`config.mk`:
```
export PLATFORM = sky130hd
export DESIGN_NAME = sc_reg_serial_reader_flat
export DESIGN_NICKNAME = d
export VERILOG_FILES = /design/src/rtl/sc_reg_serial_reader_if.sv /design/src/rtl/sc_reg_serial_reader.sv /design/src/flat_wrapper.sv
export SDC_FILE = /design/constraint.sdc
export NUM_CORES = 1
export LEC_CHECK = 0
export ABC_AREA = 1
export BUFFER_PORTS_ARGS = -buffer_cell sky130_fd_sc_hd__buf_2
export CAP_MARGIN = 25
export CORE_MARGIN = 2
export CORE_UTILIZATION = 58
export CTS_CLUSTER_SIZE = 16
export DETAILED_ROUTE_END_ITERATION = 8
export PLACE_DENSITY = 0.81
export SLEW_MARGIN = 20
export SYNTH_ARGS = -nofsm -noshare
export SYNTH_HDL_FRONTEND = slang
export SYNTH_SLANG_ARGS = --single-unit
```
`constraint.sdc`:
```
create_clock -name SC_RegSERIAL_CLOCK_50 -period 1.91 [get_ports SC_RegSERIAL_CLOCK_50]
set_input_delay 0 -clock SC_RegSERIAL_CLOCK_50 [delete_from_list [all_inputs] [get_ports SC_RegSERIAL_CLOCK_50]]
set_output_delay 0 -clock SC_RegSERIAL_CLOCK_50 [all_outputs]
set_load 0.01 [all_outputs]
```
`src/rtl/sc_reg_serial_reader_if.sv`:
```
// sc_reg_serial_reader_if: load strobe, parallel bus and serial valid/ready lines of the serial reader.
interface sc_reg_serial_reader_if #(parameter int DATAWIDTH_BUS = 32);
    logic                     SC_RegSERIAL_Load_InLow;
    logic [DATAWIDTH_BUS-1:0] SC_RegSERIAL_DataBUS_In;
    logic                     SC_RegSERIAL_Ready_InHigh;
    logic                     SC_RegSERIAL_Serial_Out;
    logic                     SC_RegSERIAL_SerialValid_Out;
    logic                     SC_RegSERIAL_Busy_Out;
    logic                     SC_RegSERIAL_Done_Out;
    modport slave (
        input  SC_RegSERIAL_Load_InLow, SC_RegSERIAL_DataBUS_In, SC_RegSERIAL_Ready_InHigh,
        output SC_RegSERIAL_Serial_Out, SC_RegSERIAL_SerialValid_Out, SC_RegSERIAL_Busy_Out,
               SC_RegSERIAL_Done_Out
    );
    modport master (
        output SC_RegSERIAL_Load_InLow, SC_RegSERIAL_DataBUS_In, SC_RegSERIAL_Ready_InHigh,
        input  SC_RegSERIAL_Serial_Out, SC_RegSERIAL_SerialValid_Out, SC_RegSERIAL_Busy_Out,
               SC_RegSERIAL_Done_Out
    );
endinterface

```
`src/rtl/sc_reg_serial_reader.sv`:
```
// sc_reg_serial_reader: captures a register word on an active-low load and shifts it out MSB-first over valid/ready.
module sc_reg_serial_reader #(parameter int DATAWIDTH_BUS = 32) (
    input logic               SC_RegSERIAL_CLOCK_50,
    input logic               SC_RegSERIAL_RESET_InHigh,
    sc_reg_serial_reader_if.slave bus
);
    localparam int CW = $clog2(DATAWIDTH_BUS);
    typedef enum logic [1:0] {IDLE, SHIFT, DONE} state_e;
    state_e                   state_q;
    logic [DATAWIDTH_BUS-1:0] shift_q;
    logic [CW-1:0]            cnt_q;
    logic                     valid_q, busy_q, done_q;
    // The serial bit is the shift register MSB; the final shift empties it so the line drops to 0 in DONE.
    assign bus.SC_RegSERIAL_Serial_Out      = shift_q[DATAWIDTH_BUS-1];
    assign bus.SC_RegSERIAL_SerialValid_Out = valid_q;
    assign bus.SC_RegSERIAL_Busy_Out        = busy_q;
    assign bus.SC_RegSERIAL_Done_Out        = done_q;
    always_ff @(negedge SC_RegSERIAL_CLOCK_50) begin
        if (SC_RegSERIAL_RESET_InHigh) begin
            state_q <= IDLE;
            shift_q <= '0;
            cnt_q   <= '0;
            valid_q <= 1'b0;
            busy_q  <= 1'b0;
            done_q  <= 1'b0;
        end else begin
            case (state_q)
                IDLE: if (!bus.SC_RegSERIAL_Load_InLow) begin
                    shift_q <= bus.SC_RegSERIAL_DataBUS_In;
                    cnt_q   <= CW'(DATAWIDTH_BUS - 1);
                    valid_q <= 1'b1;
                    busy_q  <= 1'b1;
                    state_q <= SHIFT;
                end
                SHIFT: if (bus.SC_RegSERIAL_Ready_InHigh) begin
                    shift_q <= {shift_q[DATAWIDTH_BUS-2:0], 1'b0};
                    cnt_q   <= cnt_q - 1'b1;
                    if (cnt_q == '0) begin
                        valid_q <= 1'b0;
                        done_q  <= 1'b1;
                        state_q <= DONE;
                    end
                end
                DONE: begin
                    done_q  <= 1'b0;
                    busy_q  <= 1'b0;
                    state_q <= IDLE;
                end
                default: state_q <= IDLE;
            endcase
        end
    end
endmodule

```
`src/flat_wrapper.sv`:
```
// flat-port wrapper written by rule: the top's interface ports become plain ports
module sc_reg_serial_reader_flat 
#(parameter int DATAWIDTH_BUS = 32)
  (SC_RegSERIAL_CLOCK_50, SC_RegSERIAL_RESET_InHigh, bus_SC_RegSERIAL_Load_InLow, bus_SC_RegSERIAL_DataBUS_In, bus_SC_RegSERIAL_Ready_InHigh, bus_SC_RegSERIAL_Serial_Out, bus_SC_RegSERIAL_SerialValid_Out, bus_SC_RegSERIAL_Busy_Out, bus_SC_RegSERIAL_Done_Out);
  sc_reg_serial_reader_if #(.DATAWIDTH_BUS(DATAWIDTH_BUS)) bus_i ();
  input logic SC_RegSERIAL_CLOCK_50;
  input logic SC_RegSERIAL_RESET_InHigh;
  input wire logic [$bits(bus_i.SC_RegSERIAL_Load_InLow)-1:0] bus_SC_RegSERIAL_Load_InLow;
  input wire logic [$bits(bus_i.SC_RegSERIAL_DataBUS_In)-1:0] bus_SC_RegSERIAL_DataBUS_In;
  input wire logic [$bits(bus_i.SC_RegSERIAL_Ready_InHigh)-1:0] bus_SC_RegSERIAL_Ready_InHigh;
  output wire logic [$bits(bus_i.SC_RegSERIAL_Serial_Out)-1:0] bus_SC_RegSERIAL_Serial_Out;
  output wire logic [$bits(bus_i.SC_RegSERIAL_SerialValid_Out)-1:0] bus_SC_RegSERIAL_SerialValid_Out;
  output wire logic [$bits(bus_i.SC_RegSERIAL_Busy_Out)-1:0] bus_SC_RegSERIAL_Busy_Out;
  output wire logic [$bits(bus_i.SC_RegSERIAL_Done_Out)-1:0] bus_SC_RegSERIAL_Done_Out;
  assign bus_i.SC_RegSERIAL_Load_InLow = bus_SC_RegSERIAL_Load_InLow;
  assign bus_i.SC_RegSERIAL_DataBUS_In = bus_SC_RegSERIAL_DataBUS_In;
  assign bus_i.SC_RegSERIAL_Ready_InHigh = bus_SC_RegSERIAL_Ready_InHigh;
  assign bus_SC_RegSERIAL_Serial_Out = bus_i.SC_RegSERIAL_Serial_Out;
  assign bus_SC_RegSERIAL_SerialValid_Out = bus_i.SC_RegSERIAL_SerialValid_Out;
  assign bus_SC_RegSERIAL_Busy_Out = bus_i.SC_RegSERIAL_Busy_Out;
  assign bus_SC_RegSERIAL_Done_Out = bus_i.SC_RegSERIAL_Done_Out;
  sc_reg_serial_reader #(.DATAWIDTH_BUS(DATAWIDTH_BUS)) u_core (.SC_RegSERIAL_CLOCK_50(SC_RegSERIAL_CLOCK_50), .SC_RegSERIAL_RESET_InHigh(SC_RegSERIAL_RESET_InHigh), .bus(bus_i));
endmodule
```
==> metrics.txt, run 1 <==
# TYPE chip_impl_metric gauge
chip_impl_info{name="outcome",value="complete, no violations"} 1
chip_impl_metric{name="avgRoutedWirePerCell",unit="µm"} 10.5
chip_impl_metric{name="numPlacedInstances",unit=""} 323
chip_impl_metric{name="cts_setup_buffers",unit=""} 0
chip_impl_metric{name="reg2reg_setup_slack",unit="ns"} 0.47
chip_impl_info{name="synthTopCellsByArea",value="sky130_fd_sc_hd__dfxtp_1 43%, sky130_fd_sc_hd__o211a_1 16%, sky130_fd_sc_hd__nand2_1 16%, sky130_fd_sc_hd__nand3_1 9.8%, sky130_fd_sc_hd__inv_1 2.9%"} 1
chip_impl_metric{name="path_clk_slew",unit="ns"} 0.04
chip_impl_metric{name="synth_seq_cells",unit=""} 42
chip_impl_metric{name="maxSlewViolCount",unit=""} 0
chip_impl_metric{name="max-clock-path-buffers",unit=""} 2
chip_impl_metric{name="worst_hold_path.num_cells",unit=""} 2
chip_impl_metric{name="synth_sequential_area_ratio",unit=""} 0.432
chip_impl_info{name="synth_flop_cell",value="sky130_fd_sc_hd__dfxtp_1"} 1
chip_impl_metric{name="num_vias",unit=""} 1894
chip_impl_info{name="min_from",value="u_core.bus.SC_RegSERIAL_SerialValid_Out$_SDFFE_NP0P_"} 1
chip_impl_metric{name="layout-drive-gt1-share",unit=""} 0.169
chip_impl_metric{name="antenna_cells_inserted",unit=""} 0
chip_impl_metric{name="synth_warnings",unit=""} 0
chip_impl_metric{name="start_util",unit=""} 0.592
chip_impl_metric{name="power.ir.vdd_worst",unit="V"} 0.000544
chip_impl_metric{name="gp_routability_congestion",unit=""} 0.838
chip_impl_metric{name="placement.setup.worst_slack",unit="ns"} 0.0438
chip_impl_metric{name="design.final.nets",unit=""} 362
chip_impl_metric{name="area_delta_synth_final",unit="%"} 21.2
chip_impl_metric{name="grt_pass1_vias",unit=""} 1595
chip_impl_metric{name="power.density_cell_area",unit="nW/µm²"} 916
chip_impl_metric{name="totalPowerFinal",unit="W"} 0.00216
chip_impl_metric{name="grt_max_degree",unit=""} 39
chip_impl_info{name="crit-reg2reg-capture",value="u_core.bus.SC_RegSERIAL_SerialValid_Out$_SDFFE_NP0P_"} 1
chip_impl_info{name="synth_most_common_cell",value="sky130_fd_sc_hd__nand2_1"} 1
chip_impl_metric{name="post_synthesis_net_count",unit=""} 285
chip_impl_metric{name="port_buffers",unit=""} 39
chip_impl_info{name="min_to",value="u_core.bus.SC_RegSERIAL_SerialValid_Out$_SDFFE_NP0P_"} 1
chip_impl_info{name="launching_element_of_the_worst_setup_path",value="u_core.shift_q[31]$_SDFFE_NP0P_"} 1
chip_impl_info{name="timing.critical_path.to_type",value="primary output"} 1
chip_impl_metric{name="slew_headroom",unit=""} 0.650
chip_impl_metric{name="max_slew.worst_pin.slew",unit="ns"} 0.524
chip_impl_metric{name="final_critical_path_setup_slack",unit="ns"} 0.105
chip_impl_info{name="tritoncts_clock_tree",value="built"} 1
chip_impl_metric{name="layoutNonFillerInstCount",unit=""} 371
chip_impl_metric{name="critPathMaxFanout",unit=""} 2
chip_impl_metric{name="htree_num_levels",unit=""} 2
chip_impl_metric{name="avgViaCountPerCell",unit=""} 5.11
chip_impl_metric{name="cts_hold_buf",unit=""} 0
chip_impl_metric{name="syn_inst",unit=""} 248
chip_impl_metric{name="core",unit="µm²"} 3280
chip_impl_info{name="critPathSlowestCell",value="sky130_fd_sc_hd__dfxtp_1"} 1
chip_impl_metric{name="grt-ovfl-total",unit=""} 0
chip_impl_metric{name="synthesis.area",unit="µm²"} 1950
chip_impl_info{name="synthDominantAreaCellType",value="sky130_fd_sc_hd__dfxtp_1"} 1
chip_impl_metric{name="worstRegToRegCells",unit=""} 6
chip_impl_info{name="grt_setup_unrepaired",value="no"} 1
chip_impl_metric{name="p_leak",unit="nW"} 1.47
chip_impl_metric{name="drt_drc_violations_left",unit=""} 0
chip_impl_metric{name="timing.critical_path.required",unit="ns"} 1.91
chip_impl_metric{name="clock_latency_reported_for_the_late_side_of_the_worst_skew_pair",unit="ns"} 0.41
chip_impl_metric{name="num-fill-cells",unit=""} 281
chip_impl_info{name="critPathLaunchType",value="flip-flop"} 1
chip_impl_metric{name="max_cap_viol_count",unit=""} 0
chip_impl_metric{name="dieWidth",unit="µm"} 61.9
chip_impl_metric{name="track_usage",unit=""} 0.216
chip_impl_metric{name="critPathArrivalTime",unit="ns"} 1.81
chip_impl_metric{name="crit_path_max_incr_delay",unit="ns"} 0.32
chip_impl_metric{name="synth_enable_flop_cells",unit=""} 0
chip_impl_metric{name="cts-buffers-inserted",unit=""} 5
chip_impl_metric{name="final_hold_viol_count",unit=""} 0
chip_impl_metric{name="design_area",unit="µm²"} 2360
chip_impl_metric{name="tritoncts_num_sinks",unit=""} 42
chip_impl_metric{name="fp.dieH",unit="µm"} 61.9
chip_impl_metric{name="timing.critical_path.buf_inv",unit=""} 1
chip_impl_info{name="synth.top_cells.by_count",value="81 x sky130_fd_sc_hd__nand2_1, 42 x sky130_fd_sc_hd__dfxtp_1, 38 x sky130_fd_sc_hd__nand3_1, 31 x sky130_fd_sc_hd__o211a_1, 15 x sky130_fd_sc_hd__inv_1"} 1
chip_impl_metric{name="detailedRoute.firstPassIterationCount",unit=""} 4
chip_impl_metric{name="yosysTopAreaCellShare",unit=""} 0.432
chip_impl_metric{name="finClkSkew",unit="ns"} 0.0162
chip_impl_info{name="timing.critical_path.cells",value="buf_2"} 1
chip_impl_metric{name="synth_area_per_cell",unit="µm²"} 7.85
chip_impl_metric{name="initialDrtViolationCount",unit=""} 67
chip_impl_info{name="cp_top_family",value="flip-flops"} 1
chip_impl_info{name="type_of_the_worst_setup_path",value="reg2out"} 1
chip_impl_metric{name="synthDistinctLibCells",unit=""} 19
chip_impl_info{name="hold_path.class",value="reg2reg"} 1
chip_impl_metric{name="grt_first_pass_wirelength",unit="mm"} 6.14
chip_impl_metric{name="grt_antenna_before_repair",unit=""} 0
chip_impl_info{name="rr_startpoint",value="u_core.state_q[1]$_SDFFE_NP0P_"} 1
chip_impl_metric{name="tns",unit="ns"} 0
chip_impl_metric{name="final_antenna_net_count",unit=""} 0
chip_impl_metric{name="place.detailed.hpwl",unit="mm"} 2.38
chip_impl_metric{name="detailed_place.area",unit="µm²"} 2160
chip_impl_metric{name="drt_wl_total",unit="mm"} 3.88
chip_impl_metric{name="post_cts_resized",unit=""} 0
chip_impl_metric{name="asyncSetResetFlopFracSynth",unit=""} 0
chip_impl_metric{name="floorplan.die_area",unit="µm²"} 3830
chip_impl_info{name="clock_tree.root_cell",value="sky130_fd_sc_hd__clkbuf_4"} 1
chip_impl_metric{name="ioPinCount",unit=""} 40
chip_impl_metric{name="finalSetupViolCount",unit=""} 0
chip_impl_metric{name="cell_row_count",unit=""} 21
## layout by cell type (no fill, tap or decap)
master                     count
sky130_fd_sc_hd__nand3b_1      1
sky130_fd_sc_hd__buf_2        39
sky130_fd_sc_hd__buf_12        2
sky130_fd_sc_hd__inv_2         1
sky130_fd_sc_hd__nor2_2        1
sky130_fd_sc_hd__nand3_1      38
sky130_fd_sc_hd__o211a_1      31
sky130_fd_sc_hd__inv_1        58
sky130_fd_sc_hd__nand2_1      81
sky130_fd_sc_hd__clkinv_1      1
sky130_fd_sc_hd__a21oi_1       9
sky130_fd_sc_hd__clkbuf_4      5
sky130_fd_sc_hd__dfxtp_1      42
sky130_fd_sc_hd__nor3_1        1
sky130_fd_sc_hd__ha_1          1
sky130_fd_sc_hd__nand2_2       2
sky130_fd_sc_hd__buf_4         5
sky130_fd_sc_hd__o21ai_0       4
sky130_fd_sc_hd__nor2_1        3
## sequential cells by signal, indices dropped and copies added, names as in the netlist
register                                 cells
u_core.bus.SC_RegSERIAL_SerialValid_Out      1
u_core.shift_q                              32
u_core.cnt_q                                 5
u_core.bus.SC_RegSERIAL_Busy_Out             1
u_core.bus.SC_RegSERIAL_Done_Out             1
u_core.state_q                               2
## cells by family (layout without fill, tap and decap cells)
family,after synthesis,after routing,synth area share
DFF,42,42,0.432
AOI/OAI and AO/OA,44,44,0.193
buffers and inverters,34,111,0.0926
adders and majority gates,1,1,0.00643
and+or+nand+nor,127,127,0.276
## area by class of cell
cell class	instances	area, µm²	area share
multi-input cells	172	925	0.392
flip-flops and latches	42	841	0.356
repair buffers	46	273	0.116
clock inverters	44	165	0.0700
inverters	16	60.1	0.0255
well taps	46	57.6	0.0244
clock buffers	5	37.5	0.0159
## routing by layer
metal  up-vias  share of wire  GRT usage
li1        986              -          -
met1       851           0.47      0.236
met2        54           0.46      0.347
met3         3          0.058      0.116
met4         0         0.0075     0.0973
met5         -              0          0
## stage by stage
step           hold slack (ns)   util
3_5_place_dp             0.435  0.658
6_report                 0.437  0.718
4_1_cts                  0.442  0.718
5_1_grt                  0.472  0.718
3_3_place_gp             0.429  0.658
2_1_floorplan            0.439      -
## power by group
group	internal (W)	switching, W	total, W
logic	0.000180	0.000216	0.000395
clock network	0.000242	0.000493	0.000735
registers	0.000978	0.0000524	0.00103
## worst max path at each step
stage | to | depth (start not counted)
floorplan | u_core.shift_q[10]$_SDFFE_NP0P_ | 4
global placement | u_core.shift_q[20]$_SDFFE_NP0P_ | 7
detailed placement | u_core.shift_q[20]$_SDFFE_NP0P_ | 7
CTS | bus_SC_RegSERIAL_Serial_Out | 1
global route | bus_SC_RegSERIAL_SerialValid_Out | 1
finish | bus_SC_RegSERIAL_Serial_Out | 1
No activity file was read; power rests on OpenSTA's default activity.
==> run 2, diff against run 1 <==
==> constraint.sdc (replaced) <==
create_clock -name SC_RegSERIAL_CLOCK_50 -period 1.91 [get_ports SC_RegSERIAL_CLOCK_50]
set_input_delay 0 -clock SC_RegSERIAL_CLOCK_50 [delete_from_list [all_inputs] [get_ports SC_RegSERIAL_CLOCK_50]]
set_output_delay 0 -clock SC_RegSERIAL_CLOCK_50 [all_outputs]
set_load 0.05 [all_outputs]
==> metrics.txt, run 2 (synthesized netlist as in run 1, its figures left out) <==
# TYPE chip_impl_metric gauge
chip_impl_info{name="outcome",value="complete, no violations"} 1
chip_impl_info{name="clock_tree.root_cell",value="sky130_fd_sc_hd__clkbuf_4"} 1
chip_impl_info{name="critPathSlowestCell",value="sky130_fd_sc_hd__dfxtp_1"} 1
chip_impl_info{name="rr_startpoint",value="u_core.state_q[1]$_SDFFE_NP0P_"} 1
chip_impl_metric{name="port_buffers",unit=""} 39
chip_impl_metric{name="totalPowerFinal",unit="W"} 0.00220
chip_impl_info{name="layout_commonest_cell",value="sky130_fd_sc_hd__nand2_1"} 1
chip_impl_metric{name="layoutNonFillerInstCount",unit=""} 371
chip_impl_metric{name="final_hold_viol_count",unit=""} 0
chip_impl_info{name="launching_element_of_the_worst_setup_path",value="u_core.bus.SC_RegSERIAL_Busy_Out$_SDFFE_NP0P_"} 1
chip_impl_metric{name="initialDrtViolationCount",unit=""} 84
chip_impl_info{name="timing.critical_path.to_type",value="primary output"} 1
chip_impl_metric{name="timing.critical_path.buf_inv",unit=""} 1
chip_impl_metric{name="numPlacedInstances",unit=""} 323
chip_impl_metric{name="detailed_place.area",unit="µm²"} 2160
chip_impl_metric{name="core",unit="µm²"} 3280
chip_impl_metric{name="path_clk_slew",unit="ns"} 0.04
chip_impl_metric{name="critPathArrivalTime",unit="ns"} 1.87
chip_impl_metric{name="cell_row_count",unit=""} 21
chip_impl_metric{name="placement.setup.worst_slack",unit="ns"} 0.0438
chip_impl_info{name="max_flop_register",value="u_core.shift_q"} 1
chip_impl_metric{name="max_slew.worst_pin.slew",unit="ns"} 0.508
chip_impl_info{name="type_of_the_worst_setup_path",value="reg2out"} 1
chip_impl_metric{name="final_critical_path_setup_slack",unit="ns"} 0.0438
chip_impl_metric{name="area_delta_synth_final",unit="%"} 22.7
chip_impl_metric{name="crit_path_max_incr_delay",unit="ns"} 0.34
chip_impl_metric{name="drt_wl_total",unit="mm"} 3.88
chip_impl_metric{name="ioPinCount",unit=""} 40
chip_impl_info{name="critPathLaunchType",value="flip-flop"} 1
chip_impl_metric{name="slew_headroom",unit=""} 0.661
chip_impl_metric{name="tns",unit="ns"} 0
chip_impl_metric{name="fp.dieH",unit="µm"} 61.9
chip_impl_metric{name="track_usage",unit=""} 0.216
chip_impl_metric{name="grt-ovfl-total",unit=""} 0
chip_impl_info{name="tritoncts_clock_tree",value="built"} 1
chip_impl_metric{name="detailedRoute.firstPassIterationCount",unit=""} 4
chip_impl_info{name="cp_top_family",value="flip-flops"} 1
chip_impl_metric{name="max_cap_viol_count",unit=""} 0
chip_impl_metric{name="clock_latency_reported_for_the_late_side_of_the_worst_skew_pair",unit="ns"} 0.41
chip_impl_metric{name="max-clock-path-buffers",unit=""} 2
chip_impl_metric{name="num_vias",unit=""} 1895
chip_impl_metric{name="cts_hold_buf",unit=""} 0
chip_impl_metric{name="dieWidth",unit="µm"} 61.9
chip_impl_metric{name="power.density_cell_area",unit="nW/µm²"} 919
chip_impl_metric{name="cts-buffers-inserted",unit=""} 5
chip_impl_metric{name="p_leak",unit="nW"} 1.47
chip_impl_metric{name="design.final.nets",unit=""} 362
chip_impl_metric{name="final_antenna_net_count",unit=""} 0
chip_impl_info{name="largestRegisters",value="u_core.shift_q: 32 flops, u_core.cnt_q: 5 flops, u_core.state_q: 2 flops"} 1
chip_impl_metric{name="avgRoutedWirePerCell",unit="µm"} 10.5
chip_impl_metric{name="avgViaCountPerCell",unit=""} 5.11
chip_impl_metric{name="grt_max_degree",unit=""} 39
chip_impl_metric{name="maxSlewViolCount",unit=""} 0
chip_impl_metric{name="antenna_cells_inserted",unit=""} 0
chip_impl_metric{name="drt_drc_violations_left",unit=""} 0
chip_impl_metric{name="grt_antenna_before_repair",unit=""} 0
chip_impl_metric{name="start_util",unit=""} 0.592
chip_impl_metric{name="place.detailed.hpwl",unit="mm"} 2.38
chip_impl_metric{name="finalSetupViolCount",unit=""} 0
chip_impl_metric{name="grt_first_pass_wirelength",unit="mm"} 6.14
chip_impl_metric{name="gp_routability_congestion",unit=""} 0.838
chip_impl_metric{name="timing.critical_path.required",unit="ns"} 1.91
chip_impl_info{name="grt_setup_unrepaired",value="no"} 1
chip_impl_metric{name="finClkSkew",unit="ns"} 0.0143
chip_impl_metric{name="power.ir.vdd_worst",unit="V"} 0.000551
chip_impl_metric{name="design_area",unit="µm²"} 2390
chip_impl_info{name="mostFrequentLayoutCells",value="81 x sky130_fd_sc_hd__nand2_1, 58 x sky130_fd_sc_hd__inv_1, 39 x sky130_fd_sc_hd__dfxtp_1"} 1
chip_impl_metric{name="grt_pass1_vias",unit=""} 1598
chip_impl_metric{name="critPathMaxFanout",unit=""} 2
chip_impl_info{name="timing.critical_path.cells",value="buf_6"} 1
chip_impl_metric{name="floorplan.die_area",unit="µm²"} 3830
chip_impl_metric{name="htree_num_levels",unit=""} 2
chip_impl_metric{name="largest_register_ffs",unit=""} 32
chip_impl_info{name="min_from",value="u_core.bus.SC_RegSERIAL_SerialValid_Out$_SDFFE_NP0P_"} 1
chip_impl_metric{name="tritoncts_num_sinks",unit=""} 42
chip_impl_metric{name="layout-drive-gt1-share",unit=""} 0.178
chip_impl_info{name="hold_path.class",value="reg2reg"} 1
==> run 2: layer usage <==
layer	wire length [µm]	up-vias	part of all wire	global-route usage
met3	206	3	0.053	0.116
met2	1850	50	0.48	0.347
li1	-	989	-	-
met4	29	0	0.0075	0.0973
met1	1800	853	0.46	0.236
met5	0	-	0	0
==> run 2: report_power, final <==
part           switching [W]  leakage, nW  internal, W  total, W
registers          0.0000543        0.349     0.000979   0.00103
clock network       0.000492        0.257     0.000242  0.000734
logic               0.000239        0.868     0.000189  0.000428
total               0.000785         1.47      0.00141   0.00220
==> run 2: stage by stage <==
stage          hold slack [ns]   util
5_1_grt                  0.475  0.727
6_report                 0.449  0.727
2_1_floorplan            0.439      -
3_5_place_dp             0.435  0.658
3_3_place_gp             0.429  0.658
4_1_cts                  0.445  0.721
==> run 2: layout make-up <==
type / instances / area [µm²]
multi-input combinational: 172 / 925
fill: 276 / 897
sequential: 42 / 845
timing repair buffer: 46 / 298
clock inverter: 44 / 165
inverter: 16 / 60.1
tap: 46 / 57.6
clock buffer: 5 / 37.5
==> run 2: what timing repair did <==
item,4_1_cts,5_1_grt
setup endpoints to repair,4,4
resized for setup,4,7
cloned,0,0
setup buffers,0,0
==> run 2: worst reg2reg max path, delay by kind of cell, from the launching register on <==
family	cells	cell delay, ns
AOI/OAI and AO/OA	1	0.07
and+or+nand+nor	3	0.39
buffers and inverters	2	0.53
DFF	1	0.31
==> run 2: final timing paths <==
| kind | end | slack, ns | cells past startpoint |
|---|---|---|---|
| worst min register to register | u_core.bus.SC_RegSERIAL_SerialValid_Out$_SDFFE_NP0P_ | 0.45 | 2 |
| worst min-delay path | u_core.bus.SC_RegSERIAL_SerialValid_Out$_SDFFE_NP0P_ | 0.45 | 2 |
| worst max-delay path | bus_SC_RegSERIAL_Busy_Out | 0.04 | 1 |
| worst max register to register | u_core.bus.SC_RegSERIAL_SerialValid_Out$_SDFFE_NP0P_ | 0.49 | 6 |
==> run 3, diff against run 2 <==
--- a/config.mk
+++ b/config.mk
@@ -8,7 +8,7 @@
 export ABC_AREA = 1
 export BUFFER_PORTS_ARGS = -buffer_cell sky130_fd_sc_hd__buf_2
 export CAP_MARGIN = 25
-export CORE_MARGIN = 2
+export CORE_MARGIN = 5
 export CORE_UTILIZATION = 58
 export CTS_CLUSTER_SIZE = 16
 export DETAILED_ROUTE_END_ITERATION = 8
==> metrics.txt, run 3 (synthesized netlist as in run 1, its figures left out) <==
# TYPE chip_impl_metric gauge
chip_impl_info{name="clock_tree.root_cell",value="sky130_fd_sc_hd__clkbuf_4"} 1
chip_impl_metric{name="clock_latency_reported_for_the_late_side_of_the_worst_skew_pair",unit="ns"} 0.44
chip_impl_metric{name="final_core_util",unit=""} 0.744
chip_impl_metric{name="power.density_cell_area",unit="nW/µm²"} 980
chip_impl_metric{name="final_critical_path_setup_slack",unit="ns"} 0.0421
chip_impl_metric{name="core",unit="µm²"} 3280
chip_impl_metric{name="critPathMaxFanout",unit=""} 2
chip_impl_metric{name="critPathArrivalTime",unit="ns"} 1.87
chip_impl_metric{name="maxSlewViolCount",unit=""} 0
chip_impl_metric{name="p_leak",unit="nW"} 1.49
chip_impl_metric{name="finClkSkew",unit="ns"} 0.0385
chip_impl_metric{name="slew_headroom",unit=""} 0.661
chip_impl_metric{name="final_hold_viol_count",unit=""} 0
chip_impl_info{name="cp_top_family",value="flip-flops"} 1
chip_impl_metric{name="ff_latch_area",unit="µm²"} 846
chip_impl_metric{name="detailed_place.area",unit="µm²"} 2180
chip_impl_metric{name="gp_routability_congestion",unit=""} 0.872
chip_impl_metric{name="tritoncts_num_sinks",unit=""} 42
chip_impl_info{name="critPathLaunchType",value="flip-flop"} 1
chip_impl_metric{name="grt_antenna_before_repair",unit=""} 0
chip_impl_info{name="grt_setup_unrepaired",value="yes"} 1
chip_impl_info{name="type_of_the_worst_setup_path",value="reg2out"} 1
chip_impl_metric{name="grt_first_pass_wirelength",unit="mm"} 7.48
chip_impl_metric{name="max_slew.worst_pin.slew",unit="ns"} 0.508
chip_impl_info{name="hold_path.class",value="reg2reg"} 1
chip_impl_info{name="outcome",value="complete, no violations"} 1
chip_impl_info{name="mostFrequentLayoutCells",value="81 x sky130_fd_sc_hd__nand2_1, 56 x sky130_fd_sc_hd__inv_1, 38 x sky130_fd_sc_hd__nand3_1, 38 x sky130_fd_sc_hd__dfxtp_1, 35 x sky130_fd_sc_hd__buf_2"} 1
chip_impl_metric{name="floorplan.die_area",unit="µm²"} 4610
chip_impl_metric{name="htree_num_levels",unit=""} 2
chip_impl_metric{name="layout-drive-gt1-share",unit=""} 0.193
chip_impl_info{name="timing.critical_path.cells",value="buf_6"} 1
chip_impl_info{name="layout_commonest_cell",value="sky130_fd_sc_hd__nand2_1"} 1
chip_impl_info{name="max_flop_register",value="u_core.shift_q"} 1
chip_impl_metric{name="num_vias",unit=""} 1921
chip_impl_metric{name="max-clock-path-buffers",unit=""} 2
chip_impl_metric{name="grt_pass1_vias",unit=""} 1912
chip_impl_metric{name="start_util",unit=""} 0.592
chip_impl_metric{name="track_usage",unit=""} 0.211
chip_impl_metric{name="avgViaCountPerCell",unit=""} 5.15
chip_impl_metric{name="tns",unit="ns"} 0
chip_impl_metric{name="drt_drc_violations_left",unit=""} 0
chip_impl_metric{name="grt_max_degree",unit=""} 33
chip_impl_metric{name="antenna_cells_inserted",unit=""} 0
chip_impl_metric{name="multiInputGateArea",unit="µm²"} 925
chip_impl_metric{name="area_delta_synth_final",unit="%"} 25.7
chip_impl_metric{name="worst_hold_margin",unit="ns"} 0.462
chip_impl_metric{name="path_clk_slew",unit="ns"} 0.05
chip_impl_info{name="largestRegisters",value="u_core.shift_q: 32 flops, u_core.cnt_q: 5 flops, u_core.state_q: 2 flops"} 1
chip_impl_metric{name="crit_path_max_incr_delay",unit="ns"} 0.33
chip_impl_metric{name="avgRoutedWirePerCell",unit="µm"} 11.7
chip_impl_metric{name="num-fill-cells",unit=""} 257
chip_impl_metric{name="max_cap_viol_count",unit=""} 0
chip_impl_metric{name="ioPinCount",unit=""} 40
chip_impl_metric{name="cell_row_count",unit=""} 21
chip_impl_metric{name="design_area",unit="µm²"} 2440
chip_impl_metric{name="finalSetupViolCount",unit=""} 0
chip_impl_metric{name="drt_wl_total",unit="mm"} 4.35
chip_impl_metric{name="design.final.nets",unit=""} 363
chip_impl_metric{name="cts-buffers-inserted",unit=""} 5
chip_impl_info{name="timing.critical_path.to_type",value="primary output"} 1
chip_impl_metric{name="power.ir.vdd_worst",unit="V"} 0.000574
chip_impl_metric{name="dieWidth",unit="µm"} 67.9
chip_impl_metric{name="cts_setup_buffers",unit=""} 0
chip_impl_metric{name="fp.dieH",unit="µm"} 67.9
chip_impl_metric{name="initialDrtViolationCount",unit=""} 88
chip_impl_metric{name="final_antenna_net_count",unit=""} 0
chip_impl_metric{name="largest_register_ffs",unit=""} 32
chip_impl_metric{name="detailedRoute.firstPassIterationCount",unit=""} 4
chip_impl_metric{name="place.detailed.hpwl",unit="mm"} 2.68
chip_impl_info{name="tritoncts_clock_tree",value="built"} 1
chip_impl_metric{name="port_buffers",unit=""} 39
chip_impl_metric{name="timing.critical_path.buf_inv",unit=""} 1
chip_impl_metric{name="timing.critical_path.required",unit="ns"} 1.91
chip_impl_metric{name="grt-ovfl-total",unit=""} 0
chip_impl_metric{name="placement.setup.worst_slack",unit="ns"} 0.00683
chip_impl_info{name="critPathSlowestCell",value="sky130_fd_sc_hd__dfxtp_2"} 1
[run 3: cell count changes in the layout (fill, tap and decap cells not counted)]
cell                         change
sky130_fd_sc_hd__buf_12          +1
sky130_fd_sc_hd__bufinv_16       +1
sky130_fd_sc_hd__clkinv_4        +1
sky130_fd_sc_hd__clkinvlp_2      +1
sky130_fd_sc_hd__dfxtp_1         -1
sky130_fd_sc_hd__dfxtp_2         +1
sky130_fd_sc_hd__inv_1           -2
[run 3: timing repair]
item | 4_1_cts | 5_1_grt
pin swaps | 0 | 0
hold buffers | 0 | 0
endpoints found under the setup margin | 4 | 4
resized for setup | 8 | 4
[run 3: report_power, final]
group	internal, W	switching (W)
registers	0.000979	0.0000563
clock network	0.000387	0.000528
logic	0.000196	0.000248
[run 3: worst paths after layout]
kind | from | endpoint | slack (ns) | depth (start not counted)
max | u_core.bus.SC_RegSERIAL_Done_Out$_SDFFE_NP0P_ | bus_SC_RegSERIAL_Done_Out | 0.04 | 1
min | u_core.shift_q[0]$_SDFFE_NP0P_ | u_core.shift_q[0]$_SDFFE_NP0P_ | 0.46 | 2
max reg2reg | u_core.state_q[1]$_SDFFE_NP0P_ | u_core.state_q[0]$_SDFFE_NP0P_ | 0.38 | 7
min reg2reg | u_core.shift_q[0]$_SDFFE_NP0P_ | u_core.shift_q[0]$_SDFFE_NP0P_ | 0.46 | 2
[run 3: through the flow]
stage               power, W  cells
floorplan            0.00150    248
CTS                  0.00243    373
global placement     0.00160    324
finish               0.00239    373
global route         0.00261    373
detailed placement   0.00161    324
[run 3: final cells by class]
class                   count  share of cell area
inverters                  16              0.0246
clock buffers               5              0.0154
flip-flops and latches     42               0.346
well taps                  46              0.0235
multi-input cells         172               0.378
clock inverters            45              0.0824
repair buffers             47               0.130
[run 3: per-layer routing]
metal  GRT usage  wire (µm)  share of wire
met2       0.343       2070           0.48
met5           0          0              0
met3       0.102        354          0.081
met4       0.129         54          0.012
met1       0.217       1860           0.43
